**src/rtl/fadd_seq_if.sv**
```systemverilog
// Operand/result handshake bundle for the sequential FP adder.
// slave is the adder side; master is the producer/consumer side.
interface fadd_seq_if #(
    parameter int EXP_W = 8,
    parameter int MAN_W = 23
);
    localparam int W = 1 + EXP_W + MAN_W;

    logic         in_valid;
    logic         in_ready;
    logic [W-1:0] a;
    logic [W-1:0] b;
    logic         op_sub;
    logic         out_valid;
    logic         out_ready;
    logic [W-1:0] y;
    logic [3:0]   flags;

    modport master (
        output in_valid, a, b, op_sub, out_ready,
        input  in_ready, out_valid, y, flags
    );

    modport slave (
        input  in_valid, a, b, op_sub, out_ready,
        output in_ready, out_valid, y, flags
    );
endinterface

```
**src/rtl/fadd_seq.sv**
```systemverilog
// Multi-cycle floating-point add/subtract: one operation at a time through
// ALIGN/ADD/NORM/ROUND, round-to-nearest-even, subnormals flushed to zero.
//
// state | meaning
// IDLE  | in_ready high, waiting for operands
// ALIGN | unpack, special cases, swap, align smaller significand
// ADD   | add/subtract aligned significands
// NORM  | normalise, adjust exponent
// ROUND | round to nearest even, pack result and flags
// DONE  | result valid, waiting for out_ready
module fadd_seq #(
    parameter int EXP_W = 8,
    parameter int MAN_W = 23
) (
    input  logic      clk,
    input  logic      rst,
    fadd_seq_if.slave bus
);
    localparam int W   = 1 + EXP_W + MAN_W;
    localparam int SW  = MAN_W + 4;          // hidden + fraction + guard/round/sticky
    localparam int EW  = EXP_W + 2;          // signed headroom for normalisation
    localparam int LZW = $clog2(SW + 1);

    localparam logic [W-1:0] QNAN = {1'b0, {EXP_W{1'b1}}, 1'b1, {(MAN_W-1){1'b0}}};
    localparam logic signed [EW-1:0] EXP_MAX = EW'((2**EXP_W) - 1);

    typedef enum logic [2:0] {IDLE, ALIGN, ADD, NORM, ROUND, DONE} state_t;

    state_t                 state_q;
    logic                   in_ready_q;
    logic                   out_valid_q;
    logic [W-1:0]           y_q;
    logic [3:0]             flags_q;
    logic [W-1:0]           a_q;
    logic [W-1:0]           b_q;
    logic                   sign_q;
    logic signed [EW-1:0]   exp_q;
    logic [SW-1:0]          big_q;
    logic [SW-1:0]          small_q;
    logic                   eff_sub_q;
    logic [SW:0]            sum_q;
    logic [SW-1:0]          norm_q;
    logic                   zero_q;
    logic                   spec_q;
    logic [W-1:0]           spec_y_q;
    logic [3:0]             spec_f_q;

    logic                   sa, sb, a_ge, sign_l;
    logic [EXP_W-1:0]       ea, eb, exp_l, exp_s, diff;
    logic [MAN_W-1:0]       fa, fb;
    logic [MAN_W:0]         siga, sigb, sig_l, sig_s;
    logic [2*SW-1:0]        wide;
    logic [SW-1:0]          small_d;
    logic                   a_nan, b_nan, a_inf, b_inf;
    logic                   spec_d;
    logic [W-1:0]           spec_y_d;
    logic [3:0]             spec_f_d;

    always_comb begin
        sa    = a_q[W-1];
        sb    = b_q[W-1];
        ea    = a_q[MAN_W +: EXP_W];
        eb    = b_q[MAN_W +: EXP_W];
        fa    = a_q[MAN_W-1:0];
        fb    = b_q[MAN_W-1:0];
        siga  = (ea == '0) ? '0 : {1'b1, fa};
        sigb  = (eb == '0) ? '0 : {1'b1, fb};
        a_ge  = {ea, siga} >= {eb, sigb};
        sign_l = a_ge ? sa : sb;
        exp_l = a_ge ? ea : eb;
        exp_s = a_ge ? eb : ea;
        sig_l = a_ge ? siga : sigb;
        sig_s = a_ge ? sigb : siga;
        diff  = exp_l - exp_s;
        wide  = {sig_s, 3'b000, SW'(0)} >> diff;
        if (32'(diff) > 32'(MAN_W + 3))
            small_d = {{(SW-1){1'b0}}, |sig_s};
        else
            small_d = wide[2*SW-1:SW] | {{(SW-1){1'b0}}, |wide[SW-1:0]};

        a_nan    = (&ea) & (|fa);
        b_nan    = (&eb) & (|fb);
        a_inf    = (&ea) & ~(|fa);
        b_inf    = (&eb) & ~(|fb);
        spec_d   = 1'b1;
        spec_y_d = QNAN;
        spec_f_d = 4'b0000;
        if (a_nan || b_nan)
            spec_f_d = 4'b0000;
        else if (a_inf && b_inf && (sa != sb))
            spec_f_d = 4'b1000;
        else if (a_inf)
            spec_y_d = a_q;
        else if (b_inf)
            spec_y_d = b_q;
        else
            spec_d = 1'b0;
    end

    logic [LZW-1:0] lzc;
    logic [SW-1:0]  shl;

    always_comb begin
        lzc = '0;
        for (int i = 0; i < SW; i++)
            if (sum_q[i]) lzc = LZW'(SW - 1 - i);
        shl = sum_q[SW-1:0] << lzc;
    end

    logic                 rnd_up, inexact;
    logic [MAN_W+1:0]     mant_r;
    logic signed [EW-1:0] exp_r;
    logic [MAN_W-1:0]     frac_r;
    logic [W-1:0]         round_y_d;
    logic [3:0]           round_f_d;

    always_comb begin
        inexact = |norm_q[2:0];
        rnd_up  = norm_q[2] & (norm_q[1] | norm_q[0] | norm_q[3]);
        mant_r  = {1'b0, norm_q[SW-1:3]} + (MAN_W+2)'(rnd_up);
        exp_r   = exp_q + EW'(mant_r[MAN_W+1]);
        frac_r  = mant_r[MAN_W+1] ? mant_r[MAN_W:1] : mant_r[MAN_W-1:0];
        if (zero_q) begin
            round_y_d = '0;
            round_f_d = 4'b0000;
        end else if (exp_r >= EXP_MAX) begin
            round_y_d = {sign_q, {EXP_W{1'b1}}, {MAN_W{1'b0}}};
            round_f_d = 4'b0101;
        end else if (exp_r <= 0) begin
            round_y_d = {sign_q, {(W-1){1'b0}}};
            round_f_d = 4'b0011;
        end else begin
            round_y_d = {sign_q, exp_r[EXP_W-1:0], frac_r};
            round_f_d = {3'b000, inexact};
        end
    end

    always_ff @(posedge clk) begin
        if (rst) begin
            state_q     <= IDLE;
            in_ready_q  <= 1'b1;
            out_valid_q <= 1'b0;
            y_q         <= '0;
            flags_q     <= '0;
        end else begin
            case (state_q)
                IDLE: begin
                    if (bus.in_valid) begin
                        a_q        <= bus.a;
                        b_q        <= {bus.b[W-1] ^ bus.op_sub, bus.b[W-2:0]};
                        in_ready_q <= 1'b0;
                        state_q    <= ALIGN;
                    end
                end
                ALIGN: begin
                    sign_q    <= sign_l;
                    exp_q     <= EW'(exp_l);
                    big_q     <= {sig_l, 3'b000};
                    small_q   <= small_d;
                    eff_sub_q <= sa ^ sb;
                    spec_q    <= spec_d;
                    spec_y_q  <= spec_y_d;
                    spec_f_q  <= spec_f_d;
                    state_q   <= ADD;
                end
                ADD: begin
                    // swap guarantees big >= small, so subtraction never wraps
                    if (eff_sub_q)
                        sum_q <= {1'b0, big_q} - {1'b0, small_q};
                    else
                        sum_q <= {1'b0, big_q} + {1'b0, small_q};
                    state_q <= NORM;
                end
                NORM: begin
                    zero_q <= 1'b0;
                    if (sum_q[SW]) begin
                        norm_q <= {sum_q[SW:2], sum_q[1] | sum_q[0]};
                        exp_q  <= exp_q + EW'(1);
                    end else if (sum_q == '0) begin
                        norm_q <= '0;
                        zero_q <= 1'b1;
                    end else begin
                        norm_q <= shl;
                        exp_q  <= exp_q - EW'(lzc);
                    end
                    state_q <= ROUND;
                end
                ROUND: begin
                    y_q         <= spec_q ? spec_y_q : round_y_d;
                    flags_q     <= spec_q ? spec_f_q : round_f_d;
                    out_valid_q <= 1'b1;
                    state_q     <= DONE;
                end
                DONE: begin
                    if (bus.out_ready) begin
                        out_valid_q <= 1'b0;
                        in_ready_q  <= 1'b1;
                        state_q     <= IDLE;
                    end
                end
                default: state_q <= IDLE;
            endcase
        end
    end

    assign bus.in_ready  = in_ready_q;
    assign bus.out_valid = out_valid_q;
    assign bus.y         = y_q;
    assign bus.flags     = flags_q;
endmodule

```
**src/flat_wrapper.sv**
```systemverilog
// flat-port wrapper written by rule: the top's interface ports become plain ports
module fadd_seq_flat 
#(
    parameter int EXP_W = 8,
    parameter int MAN_W = 23
)
  (clk, rst, bus_in_valid, bus_a, bus_b, bus_op_sub, bus_out_ready, bus_in_ready, bus_out_valid, bus_y, bus_flags);
  fadd_seq_if #(.EXP_W(EXP_W), .MAN_W(MAN_W)) bus_i ();
  input  logic clk;
  input  logic rst;
  input wire logic [$bits(bus_i.in_valid)-1:0] bus_in_valid;
  input wire logic [$bits(bus_i.a)-1:0] bus_a;
  input wire logic [$bits(bus_i.b)-1:0] bus_b;
  input wire logic [$bits(bus_i.op_sub)-1:0] bus_op_sub;
  input wire logic [$bits(bus_i.out_ready)-1:0] bus_out_ready;
  output wire logic [$bits(bus_i.in_ready)-1:0] bus_in_ready;
  output wire logic [$bits(bus_i.out_valid)-1:0] bus_out_valid;
  output wire logic [$bits(bus_i.y)-1:0] bus_y;
  output wire logic [$bits(bus_i.flags)-1:0] bus_flags;
  assign bus_i.in_valid = bus_in_valid;
  assign bus_i.a = bus_a;
  assign bus_i.b = bus_b;
  assign bus_i.op_sub = bus_op_sub;
  assign bus_i.out_ready = bus_out_ready;
  assign bus_in_ready = bus_i.in_ready;
  assign bus_out_valid = bus_i.out_valid;
  assign bus_y = bus_i.y;
  assign bus_flags = bus_i.flags;
  fadd_seq #(.EXP_W(EXP_W), .MAN_W(MAN_W)) u_core (.clk(clk), .rst(rst), .bus(bus_i));
endmodule
```
**config.mk**
```make
export PLATFORM = sky130hd
export DESIGN_NAME = fadd_seq_flat
export DESIGN_NICKNAME = d
export VERILOG_FILES = /design/src/rtl/fadd_seq_if.sv /design/src/rtl/fadd_seq.sv /design/src/flat_wrapper.sv
export SDC_FILE = /design/constraint.sdc
export NUM_CORES = 1
export LEC_CHECK = 0
export CAP_MARGIN = 10
export CORE_MARGIN = 8
export CORE_UTILIZATION = 40
export DETAILED_ROUTE_END_ITERATION = 8
export HOLD_SLACK_MARGIN = 0.12
export PLACE_DENSITY = 0.61
export SKIP_CTS_REPAIR_TIMING = 1
export SLEW_MARGIN = 20
export SYNTH_ARGS = -nofsm -noshare
export SYNTH_HDL_FRONTEND = slang
export SYNTH_SLANG_ARGS = --single-unit
```
**constraint.sdc**
```tcl
create_clock -name clk -period 9.1 [get_ports clk]
set_clock_uncertainty 0.15 [all_clocks]
set_input_delay 1.365 -clock clk [delete_from_list [all_inputs] [get_ports clk]]
set_output_delay 1.365 -clock clk [all_outputs]
set_load 0.05 [all_outputs]
```
==> results of run 1 <==
## worst min path at each step
stage	start	slack [ns]	endpoint
after floorplan	u_core.small_q[0]$_DFFE_PP_	0.33	u_core.sum_q[0]$_DFFE_PP_
after global placement	u_core.bus.flags[2]$_SDFFE_PP0P_	0.30	u_core.bus.flags[2]$_SDFFE_PP0P_
after detailed placement	u_core.bus.flags[3]$_SDFFE_PP0P_	0.30	u_core.bus.flags[3]$_SDFFE_PP0P_
after CTS	u_core.bus.flags[3]$_SDFFE_PP0P_	0.31	u_core.bus.flags[3]$_SDFFE_PP0P_
after global routing	u_core.bus.flags[3]$_SDFFE_PP0P_	0.32	u_core.bus.flags[3]$_SDFFE_PP0P_
final	u_core.bus.flags[3]$_SDFFE_PP0P_	0.31	u_core.bus.flags[3]$_SDFFE_PP0P_
## layout make-up
class	instances	share of cell area (%)
Multi-Input combinational cell	1384	47.5
Sequential cell	258	35.7
Timing Repair Buffer	130	6.02
Clock buffer	40	4.25
Tap cell	592	3.61
Inverter	120	2.19
Clock inverter	18	0.737
## report_power, final
group	leakage, nW	total, mW	internal (mW)	switching [mW]
registers	2.33	1.43	1.37	0.0552
logic	4.74	1.05	0.401	0.645
clock network	0.495	1.21	0.710	0.501
total	7.57	3.69	2.48	1.20
## critical path, cell delays in order, from the launching register on
cell       delay (ns)
edfxtp_1         0.47
or4_1            0.61
or2_1            0.54
nand2_1          0.23
inv_1            0.11
ha_1             0.33
a21oi_1          0.16
nor2_1           0.06
a2111oi_0        0.41
a221oi_1         0.22
or2_1            0.38
nor2_4           0.16
mux2i_1          0.19
ha_1             0.25
nor3_1           0.09
a221o_1          0.35
nor2_2           0.69
buf_4            0.35
mux2_2           0.38
a21oi_1          0.18
a21boi_0         0.28
a21oi_1          0.11
o41a_1           0.35
o41ai_2          0.31
a221o_1          0.19
a22oi_1          0.06
## cell usage in the layout, fill, tap and decap left out, types with 54 or more instances in the layout
cell type / n
o21ai_0: 109
a21oi_1: 121
nor3_1: 56
nand2_1: 160
inv_1: 116
edfxtp_1: 217
ha_1: 90
nor2_1: 146
clkdlybuf4s50_1: 105
mux2i_1: 54
## state kept, by name, summed over array words and instances, names as in the netlist
register              cells
u_core.bus.flags          4
u_core.a_q               32
u_core.eff_sub_q          1
u_core.bus.in_ready       1
u_core.bus.out_valid      1
u_core.spec_y_q          32
u_core.b_q               32
u_core.state_q            3
u_core.sum_q             28
u_core.zero_q             1
u_core.sign_q             1
u_core.spec_f_q           1
u_core.small_q           27
u_core.bus.y             32
u_core.exp_q             10
u_core.norm_q            27
u_core.big_q             24
u_core.spec_q             1
## per-stage QoR
| step | worst slack, ns | cells |
|---|---|---|
| floorplan | 0.588 | 1868 |
| global placement | 1.40 | 2484 |
| detailed placement | 1.27 | 2484 |
| CTS | 1.23 | 2542 |
| global route | 0.677 | 2542 |
| finish | 1.20 | 2542 |
## routing by layer
metal / up-vias / wire length, um / GRT usage, %
met4: 0 / 793 / 4.18
met3: 54 / 2580 / 2.51
met1: 7028 / 23200 / 26.7
met5: - / 0 / 0
met2: 408 / 23100 / 30.6
li1: 7034 / - / -
## cells by family (layout without fill, tap and decap cells)
group                      after synthesis  in the layout  synth area share, %
adders and majority gates               93             93                 6.60
and+or+nand+nor                        621            621                 17.3
AOI/OAI and AO/OA                      459            459                 17.0
DFF                                    258            258                 41.1
xor gates and xnor gates                66             66                 3.24
buffers and inverters                  226            308                 5.10
muxes                                  115            115                 9.67
other                                    2             30               0.0421
==> results.py, run 1 <==
metrics = {
    "cts": {
        "ctsRootBufferMaster": "clkbuf_16",
        "clkTransAtPathRegs_ns": 0.06,
        "htreeDepth": 1,
        "cts_tree": "built",
        "clock_path_buffers": 3,
        "cts_buffers": 31,
        "cts.sinks": 258,
        "clk_latency_ns": 0.59,
    },
    "worst_setup_path": {
        "end_kind": "flip-flop",
        "cp.arrival_ns": 8.05,
        "critPathMaxFanout": 26,
        "crit_path_start": "u_core.a_q[28]$_DFFE_PP_",
        "cp-endpoint": "u_core.small_q[0]$_DFFE_PP_",
        "critPathKind": "reg2reg",
        "reg2reg_from": "u_core.a_q[28]$_DFFE_PP_",
        "r2r_cells": 25,
        "r2r-end": "u_core.small_q[0]$_DFFE_PP_",
        "critPathLaunchType": "flip-flop",
        "r2r_slack_ns": 1.20,
        "worstPathRequired_ns": 9.25,
    },
    "logic_synthesis": {
        "synth-main-ff-cell": "edfxtp_1",
        "yosysTopAreaCell": "edfxtp_1",
        "postSynthAreaPerCell_sq_um": 9.70,
        "yosysMostFrequentCell": "edfxtp_1",
        "synth-edff-count": 217,
        "ys_ff_latch": 258,
        "syn_area_sq_um": 17800,
        "syn_inst": 1840,
        "ys_types": 99,
        "synthTopCellsByCount": "217 x edfxtp_1, 160 x nand2_1, 149 x nor2_1",
        "synth.area.top_cells": "edfxtp_1 37%, ha_1 6.3%, mux4_2 5.6%",
        "synthArstFlopShare_pct": 0,
        "ys_seq_area_share_pct": 41.1,
        "yosysWarningCount": 0,
        "synth_top_area_share_pct": 36.5,
    },
    "power": {
        "peakVddDrop_mv": 0.163,
        "power_density_nw_per_um2": 179,
        "leakagePower_nw": 7.57,
        "finalPower_mw": 3.69,
    },
    "detailed_routing": {
        "first_pass_iters": 7,
        "drc": 0,
        "vias_per_cell": 5.71,
        "vias": 14500,
        "wl_per_cell_um": 19.5,
        "ant_nets": 0,
        "dr.first_iter.drc_count": 1176,
        "drt-total-wl_um": 49700,
    },
    "outcome": {
        "status": "completed",
    },
    "sta": {
        "min_period_ns": 7.90,
        "period_share_pct": 86.8,
        "slew_headroom_pct": 33.3,
        "timing.fmax_mhz": 127,
        "worstMarginPinSlew_ns": 1.00,
        "setup_viol": 0,
        "slew_violations": 0,
        "fin_tns_setup_ns": 0,
        "hold_viol": 0,
        "hold_ws_ns": 0.308,
        "rsz0062_at_grt": "false",
    },
    "global_routing": {
        "first_global_vias": 14000,
        "grt_max_degree": 76,
        "grt_pass1_wl_um": 78700,
        "grt-ovfl-total": 0,
        "antenna_found_initial": 0,
        "grt_usage_pct": 18.9,
    },
    "layout": {
        "fill_cells": 4236,
        "regArea_sq_um": 7340,
        "diodes": 0,
        "fin_util_pct": 46.5,
        "final_design_area_no_fill_sq_um": 20500,
        "area_growth_pct": 15.1,
        "finalNetCount": 2086,
        "drive_gt1_share_pct": 8.67,
        "multiInputGateArea_sq_um": 9750,
    },
    "worst_hold_path": {
        "whs_path_depth": 2,
        "hp-class": "reg2reg",
    },
    "die": {
        "die-area_sq_um": 51600,
        "core_area_sq_um": 44100,
        "die_w_um": 227,
        "ios": 107,
        "rows": 77,
        "initial_utilization_pct": 40.4,
        "die_height_um": 227,
    },
    "placed_design": {
        "gp_congestion": 0.917,
        "dp_hpwl_um": 38300,
        "postPlaceCellArea_sq_um": 19500,
        "port-buffer-count": 106,
    },
    "flow_run": {
        "drv_cap": 0,
    },
}
(Power assumes the default switching activity.)
==> run 2, diff against run 1 <==
- REMOVE_ABC_BUFFERS: not set -> 1
==> results.py, run 2 (synthesized netlist as in run 1, its figures left out) <==
metrics = {
    "cts": {
        "cts.sinks": 258,
        "ctsRootBufferMaster": "clkbuf_16",
        "htreeDepth": 1,
        "cts_tree": "built",
        "clk_latency_ns": 0.59,
        "clkTransAtPathRegs_ns": 0.06,
        "cts_buffers": 30,
        "clock_path_buffers": 3,
    },
    "power": {
        "leakagePower_nw": 7.60,
        "power_density_nw_per_um2": 182,
        "finalPower_mw": 3.75,
        "peakVddDrop_mv": 0.137,
    },
    "worst_hold_path": {
        "hp-class": "reg2reg",
    },
    "detailed_routing": {
        "dr.first_iter.drc_count": 1090,
        "ant_nets": 0,
        "vias": 14700,
        "first_pass_iters": 7,
        "vias_per_cell": 5.77,
        "wl_per_cell_um": 20.1,
        "drc": 0,
        "drt-total-wl_um": 51100,
    },
    "layout": {
        "fin_util_pct": 46.7,
        "area_growth_pct": 15.4,
        "fill_cells": 4243,
        "final_design_area_no_fill_sq_um": 20600,
        "layout_common_cells": "217 x edfxtp_1, 160 x nand2_1, 147 x nor2_1",
        "finalNetCount": 2090,
        "drive_gt1_share_pct": 8.46,
        "layout_commonest_cell": "edfxtp_1",
        "diodes": 0,
    },
    "global_routing": {
        "antenna_found_initial": 0,
        "first_global_vias": 14300,
        "grt_usage_pct": 19.4,
        "grt-ovfl-total": 0,
        "grt_pass1_wl_um": 80400,
        "grt_max_degree": 77,
    },
    "sta": {
        "timing.final.ws_setup_ns": 1.35,
        "setup_viol": 0,
        "slew_violations": 0,
        "worstMarginPinSlew_ns": 1.02,
        "timing.fmax_mhz": 129,
        "hold_viol": 0,
        "slew_headroom_pct": 32.0,
        "fin_tns_setup_ns": 0,
        "rsz0062_at_grt": "false",
        "period_share_pct": 85.2,
        "min_period_ns": 7.75,
    },
    "worst_setup_path": {
        "critPathMaxFanout": 26,
        "r2r_cells": 25,
        "slowest_stage": "or2_1",
        "cp-endpoint": "u_core.small_q[0]$_DFFE_PP_",
        "end_kind": "flip-flop",
        "crit_path_frequent_cell": "or2_1",
        "cp.depth": 25,
        "worstPathRequired_ns": 9.27,
        "reg2reg_from": "u_core.a_q[28]$_DFFE_PP_",
        "cp.arrival_ns": 7.93,
        "critPathLaunchType": "flip-flop",
        "critPathKind": "reg2reg",
        "r2r-end": "u_core.small_q[0]$_DFFE_PP_",
        "crit_path_start": "u_core.a_q[28]$_DFFE_PP_",
        "crit_family": "simple AND/OR/NAND/NOR gates",
        "crit_buf_inv": 2,
        "r2r_slack_ns": 1.35,
        "max_stage_delay_ns": 0.73,
    },
    "die": {
        "die-area_sq_um": 51600,
        "ios": 107,
        "rows": 77,
        "die_w_um": 227,
        "die_height_um": 227,
        "initial_utilization_pct": 40.4,
        "core_area_sq_um": 44100,
    },
    "flow_run": {
        "drv_cap": 0,
    },
    "placed_design": {
        "dp_slack_ns": 1.40,
        "gp_congestion": 0.956,
        "postPlaceCellArea_sq_um": 19500,
        "port-buffer-count": 106,
        "dp_hpwl_um": 39400,
    },
    "outcome": {
        "status": "completed",
    },
}
## run 2: final cells by class
cell class / count / area, sq um / share of cell area [%]
clock buffer: 37 / 777 / 3.77
clock inverter: 17 / 263 / 1.28
inverter: 120 / 450 / 2.19
multi-input combinational: 1384 / 9750 / 47.3
sequential: 258 / 7340 / 35.6
tap: 592 / 741 / 3.60
timing repair buffer: 135 / 1270 / 6.19
## run 2: worst min-delay path: stages (launching register included)
cell and delay [ns]:
dfxtp_1 0.31, nand2_1 0.05, a21oi_1 0.05
## run 2: routing by layer
metal	up-vias	GRT usage (%)	wire length, um
met4	0	6.23	1690
met2	486	31.9	23800
met3	100	3.23	2970
met5	-	0	0
met1	7068	26.0	22600
li1	7028	-	-
## run 2: where the power goes
group          switching, mW  internal [mW]
Clock                  0.489          0.776
Combinational          0.656          0.404
Sequential            0.0570           1.37
## run 2: per-stage QoR
stage	instances	hold WS (ns)
finish	2543	0.306
global route	2543	0.329
detailed placement	2489	0.301
CTS	2543	0.309
global placement	2489	0.295
floorplan	1762	0.327
## run 2: worst min path at each step
stage,startpoint,cells past startpoint,slack [ns],end
finish,u_core.bus.flags[2]$_SDFFE_PP0P_,2,0.31,u_core.bus.flags[2]$_SDFFE_PP0P_
global route,u_core.bus.flags[2]$_SDFFE_PP0P_,2,0.33,u_core.bus.flags[2]$_SDFFE_PP0P_
CTS,u_core.bus.flags[2]$_SDFFE_PP0P_,2,0.31,u_core.bus.flags[2]$_SDFFE_PP0P_
detailed placement,u_core.bus.flags[2]$_SDFFE_PP0P_,2,0.30,u_core.bus.flags[2]$_SDFFE_PP0P_
global placement,u_core.bus.flags[2]$_SDFFE_PP0P_,2,0.29,u_core.bus.flags[2]$_SDFFE_PP0P_
floorplan,u_core.small_q[0]$_DFFE_PP_,0,0.33,u_core.sum_q[0]$_DFFE_PP_
